## src/rtl/integrate_dump.sv

```systemverilog
// integrate_dump: integrate-and-dump decimator.
// Sums DECIM sign-extended samples into a 32-bit wrapping accumulator and
// presents each block sum on a valid/ready output with backpressure.
// Optional feature macro: INTDUMP_OVF_FLAG_EN adds the sticky ovf_out flag.
module integrate_dump #(
  parameter int unsigned SAMPLE_W = 16,
  parameter int unsigned DECIM    = 8
) (
  input  logic                clk_in,
  input  logic                rst_n_in,
  input  logic                clear_in,
  input  logic [SAMPLE_W-1:0] sample_in,
  input  logic                sample_valid_in,
  output logic                sample_ready_out,
  output logic [31:0]         sum_out,
  output logic                sum_valid_out,
  input  logic                sum_ready_in
`ifdef INTDUMP_OVF_FLAG_EN
  ,
  output logic                ovf_out
`endif
);

  localparam int unsigned ACC_W = 32;
  localparam int unsigned CNT_W = (DECIM > 1) ? $clog2(DECIM) : 1;

  logic [ACC_W-1:0] acc;
  logic [CNT_W-1:0] count;
  logic [ACC_W-1:0] sample_ext;
  logic [ACC_W-1:0] sum_nxt;
  logic             accept;
  logic             last;

  // Accept only when not flushing and the output slot is free or being drained.
  assign sample_ready_out = !clear_in && (!sum_valid_out || sum_ready_in);

  // Sign extension, wrapping add, and block-completion detect.
  always_comb begin
    sample_ext = {{(ACC_W-SAMPLE_W){sample_in[SAMPLE_W-1]}}, sample_in};
    sum_nxt    = acc + sample_ext;
    accept     = sample_valid_in && sample_ready_out;
    last       = (count == CNT_W'(DECIM - 1));
  end

  // Accumulator and sample counter; cleared on block completion or flush.
  always_ff @(posedge clk_in or negedge rst_n_in) begin
    if (!rst_n_in) begin
      acc   <= '0;
      count <= '0;
    end else if (clear_in) begin
      acc   <= '0;
      count <= '0;
    end else if (accept) begin
      if (last) begin
        acc   <= '0;
        count <= '0;
      end else begin
        acc   <= sum_nxt;
        count <= count + CNT_W'(1);
      end
    end
  end

  // Output register: load on completion (even while draining), drop when consumed.
  always_ff @(posedge clk_in or negedge rst_n_in) begin
    if (!rst_n_in) begin
      sum_out       <= '0;
      sum_valid_out <= 1'b0;
    end else if (accept && last) begin
      sum_out       <= sum_nxt;
      sum_valid_out <= 1'b1;
    end else if (sum_ready_in) begin
      sum_valid_out <= 1'b0;
    end
  end

`ifdef INTDUMP_OVF_FLAG_EN
  logic add_ovf;

  // Signed overflow: operands share a sign that the result does not.
  assign add_ovf = (acc[ACC_W-1] == sample_ext[ACC_W-1]) &&
                   (sum_nxt[ACC_W-1] != acc[ACC_W-1]);

  // Sticky overflow flag, cleared by reset or flush.
  always_ff @(posedge clk_in or negedge rst_n_in) begin
    if (!rst_n_in) begin
      ovf_out <= 1'b0;
    end else if (clear_in) begin
      ovf_out <= 1'b0;
    end else if (accept && add_ovf) begin
      ovf_out <= 1'b1;
    end
  end
`endif

endmodule

```

## config.mk

```make
export PLATFORM = sky130hd
export DESIGN_NAME = integrate_dump
export DESIGN_NICKNAME = d
export VERILOG_FILES = /design/src/rtl/integrate_dump.sv
export SDC_FILE = /design/constraint.sdc
export NUM_CORES = 1
export LEC_CHECK = 0
export ABC_AREA = 0
export BUFFER_PORTS_ARGS = -buffer_cell sky130_fd_sc_hd__buf_4
export CORE_UTILIZATION = 35
export CTS_CLUSTER_SIZE = 8
export DETAILED_ROUTE_END_ITERATION = 10
export SETUP_SLACK_MARGIN = 0.3
export SYNTH_ARGS = -nofsm -noshare
export SYNTH_HDL_FRONTEND = slang
export SYNTH_SLANG_ARGS = --single-unit
```

## constraint.sdc

```tcl
create_clock -name clk_in -period 2.55 [get_ports clk_in]
set_input_delay 0.255 -clock clk_in [delete_from_list [all_inputs] [get_ports clk_in]]
set_output_delay 0.255 -clock clk_in [all_outputs]
set_load 0.03 [all_outputs]
```

# Word-level counts from Yosys, hierarchy flattened
# Index checks and enable logic that the tools add are counted.
totals:
  regBits: 68
  out_inout_bits: 34
  elab_cells: 23
op_classes:
  add_sub_neg: 2
  eq_ne: 1
  n_mux: 8
  reduce_logical: 8
ops:
  columns: ["cell", "count"]
  rows:
  - ["2-to-1 mux 32 bit", 3]
  - ["adder 32 bit", 1]
  - ["2-to-1 mux 3 bit", 3]
  - ["nonzero test 2 bit", 2]
  - ["adder 3 x 1 -> 3 bit, second input constant", 1]
  - ["equality test 3 bit, second input constant", 1]
  - ["logical AND 1 bit", 3]
  - ["zero test 1 bit", 2]
  - ["2-to-1 mux 1 bit", 2]
  - ["logical OR 1 bit", 1]

# Logic depth before layout (Yosys ltp)
depth:
  ltp_word: 6
  ltp_mapped: 10

# Worst setup path after synthesis
# Ideal clock, no wire load.
synth_timing:
  path_type: "register -> register"
  start: "register acc[0]"
  end: "register sum_out[28]"
  t_arrival_ns: 2.432
  setup_slack_ns: -0.012
  stages_incl_launch_ff: 11
  path_buffers: 0
  period_less_slack_ns: 2.562
  path_cell_list: "dfrtp_1 ha_1 fa_1 a211oi_1 o21ai_1 a22oi_2 a21o_1 a31oi_4 a2111oi_2 or4_1 nand3_1"
synth_between:
  elab_chain_len: 1
synth_lines:
  columns: ["item", "line", "text"]
  rows:
  - ["from (decl)", "27", "logic [ACC_W-1:0] acc;"]
  - ["from (signal assigned)", "58", "acc <= sum_nxt;"]
  - ["adder 32 bit", "40", "sum_nxt = acc + sample_ext;"]
  - ["to (signal assigned)", "70", "sum_out <= sum_nxt;"]
  - ["to (decl)", "15", "output logic [31:0] sum_out,"]
# No other way between the ends.
# A chain may end at the register's enable or synchronous reset.

# Worst setup path after layout
layout_timing:
  start: "register acc[0]"
  end: "register acc[28]"
layout_between:
  elab_chain_len: 4
layout_lines:
  columns: ["item", "line", "text"]
  rows:
  - ["adder 32 bit", "40", null]
  - ["2-to-1 mux 32 bit", "54", "if (last) begin"]
  - ["2-to-1 mux 32 bit", "53", "end else if (accept) begin"]
  - ["2-to-1 mux 32 bit", "50", "end else if (clear_in) begin"]
# No other way between the ends. The select of a mux whose other input is x is not followed.

==> run summary <==
outcome: complete, but fails checks
failing checks: design-rule violations, negative setup slack
final instance area: 5980 sq um
commonest cells in the synthesized netlist: 68 x dfrtp_1, 40 x a21oi_1, 34 x nand2_1
Crit Path Class: flop to flop
Setup Viol. Count Final: 4
largest cells by area after synthesis: dfrtp_1 41%, ha_1 9.9%, mux2_2 7.0%
die extent in y: 111 um
Detailed Route Iter0 Violations: 109
Post-Syn Nets: 466
Setup WS post-layout: -0.0493 ns
RD Place Congestion: 0.821
die width: 111 um
Final Hold Viols: 0
critical path's top delay family: compound AO/OA/AOI/OAI gates
CTS tree: yes
Rel. slew slack: 0.418
overall power: 4.92 mW
DR vias: 3,522
top cell type's share of synthesized area: 0.406
reg2reg path depth: 10
DR DRC count: 6
antenna-violating nets left: 0
Core Rows: 39
Syn Area/Cell: 10.2 sq um
top-count cell post-synth: dfrtp_1
Sink Count: 68
CORE AREA: 11,600 sq um
CTS root buf: clkbuf_16
initial core utilization: 0.362
FILL cells: 1,004
Die Area: 12,400 sq um
Hold WC Path Type: input port to asynchronous set/reset pin
Primary FF master, synth: dfrtp_1
CP Cell Sequence: ha_2 -> fa_2 -> a211oi_4 -> o21ai_2 -> a22oi_2 -> a21o_1 -> a31oi_4 -> a2111oi_4 -> or4_1 -> nand3_1
CTS Buf Count: 9
minimum clock period: 2.60 ns
ys async rst share: 1.00
multi-input gate area in the final layout: 2930 sq um
slowest stage delay, CP: 0.38 ns
placed inst area: 5070 sq um
RSZ-0062 raised after global routing: yes
synthesized instance count: 411
Layout Nets: 565
Netlist cell types: 51
first drt pass iteration count: 7
pwr dens: 823 nW/um^2
Post-Syn Area: 4190 sq um
flop2flop setup slack: -0.05 ns
actual slew at the worst max-slew pin: 0.873 ns
Seq/Total Area, Yosys: 0.406
cell taking the most area after synthesis: dfrtp_1
H-tree depth: 3
CTS max path bufs: 2
antenna violations before repair: 0
worst hold margin: 0.0408 ns
CP bufs+invs: 0
Leakage Power: 2.84 nW
Sequential Area: 1700 sq um
vias in the first global route: 3,759
placed wire-length estimate: 7.39 mm
largest net degree at the start of global routing: 69
CP max FO: 7
Clock Pin Slew Worst Setup and Hold Paths: 0.06 ns
Reg-to-Reg Start: acc[0]
DRT Wirelength: 10.8 mm
Tcrit/Tclk final: 1.02
Buffers on Ports: 54
clock latency on the worst-skew pair: 0.34 ns
share of post-route cells with drive strength above 1: 0.417
Layout area overhead: 42.6%
via/cell ratio: 5.35
end of the worst register-to-register path: acc[28]
CP Data Required Time: 2.76 ns
Max Fclk: 385 MHz
clk_skew: 0.00957 ns
EDFF count, synth: 0
# hold bufs at CTS: 0
Congestion Overflow GR: 0
crit path launch type: flop
#FFs+latches synth: 68
drt wl/cell: 16.5 um
Synth Warn #: 0
Ant. Diodes: 0
maximum capacitance violations: 0
Slew Viols, Final: 0
crit end category: flop
io pins: 55
dpl ws: -0.112 ns
Total GRT Usage: 0.182
CP max stage cell: dfrtp_1
first-pass GRT wire length: 18.0 mm
Worst VDD drop: 0.000517 V
crit path DAT: 2.81 ns
## cell usage in the layout (no fill, tap or decap), types with 3 or more instances in the layout
master / count
o21bai_1: 6
xnor2_1: 18
xor2_1: 6
clkbuf_16: 9
mux2_4: 3
a21o_1: 13
o21ai_0: 16
clkbuf_8: 3
nand2_1: 33
dfrtp_1: 68
o21ai_2: 7
inv_1: 9
and2_1: 4
nand2b_1: 4
buf_4: 100
o21ai_1: 4
ha_1: 16
nor2_1: 11
mux2_2: 23
and3_1: 4
a21oi_1: 30
ha_2: 3
nor2_2: 4
ha_4: 14
buf_6: 4
nand4_1: 3
a21oi_2: 8
o21a_1: 3
a22o_1: 27
nand3_1: 5
## per-layer routing
layer | share of wire | global-route usage | wire length [um]
met5 | 0 | 0 | 0
met4 | 0.020 | 0.0757 | 216
met3 | 0.031 | 0.0365 | 339
met2 | 0.50 | 0.315 | 5420
met1 | 0.45 | 0.220 | 4850
## area by class of cell
| class | instances | share of cell area |
|---|---|---|
| Multi-Input combinational cell | 318 | 0.490 |
| Inverter | 9 | 0.00565 |
| Tap cell | 143 | 0.0299 |
| Timing Repair Buffer | 104 | 0.133 |
| Sequential cell | 68 | 0.285 |
| Clock inverter | 3 | 0.0113 |
| Clock buffer | 13 | 0.0452 |
## power breakdown
group | leakage, nW | internal [mW] | switching (mW) | total, mW
Combinational | 1.76 | 1.06 | 1.13 | 2.19
Clock | 0.162 | 0.936 | 0.466 | 1.40
Sequential | 0.918 | 1.21 | 0.111 | 1.32
## how the worst max path moves through the flow
stage	from	to	slack [ns]	cells past startpoint
finish	acc[0]	acc[28]	-0.05	10
global route	acc[0]	acc[28]	-0.24	10
CTS	acc[0]	acc[28]	-0.03	10
detailed placement	sample_in[0]	acc[30]	-0.11	12
global placement	sample_in[0]	acc[30]	-0.04	12
floorplan	acc[0]	acc[28]	0.18	10
## worst reg2reg max path, stage by stage (launching register included)
cell and delay [ns]:
dfrtp_1 0.38, ha_2 0.19, fa_2 0.37, a211oi_4 0.25
o21ai_2 0.11, a22oi_2 0.16, a21o_1 0.22, a31oi_4 0.18
a2111oi_4 0.38, or4_1 0.18, nand3_1 0.06
## metrics by stage
stage               setup TNS [ns]  cells   util
floorplan                        0    411      -
global placement           -0.0532    630  0.438
detailed placement          -0.399    630  0.438
CTS                        -0.0687    653  0.495
global route                 -1.87    658  0.517
finish                      -0.141    658  0.517
## cell families (layout without fill, tap and decap cells)
kind of cell    Yosys count  in the layout  synth area share
buf+inv                  25            129            0.0230
compound gates          141            141             0.235
simple gates             88             88             0.102
mux                      27             27            0.0723
fa+ha+maj                34             34             0.103
flops                    68             68             0.406
xor+xnor                 28             28            0.0585
## registers in the layout (all words and copies together), names as in the netlist
register and flops:
acc 32, sum_out 32, count 3, sum_valid_out 1
## repair_timing
action / 4_1_cts / 5_1_grt
buffers inserted: 7 / 5
gates resized for setup: 46 / 39
setup endpoints to repair: 41 / 45
pin swaps: 24 / 14
Note: power is estimated with default switching activity, not from simulation.
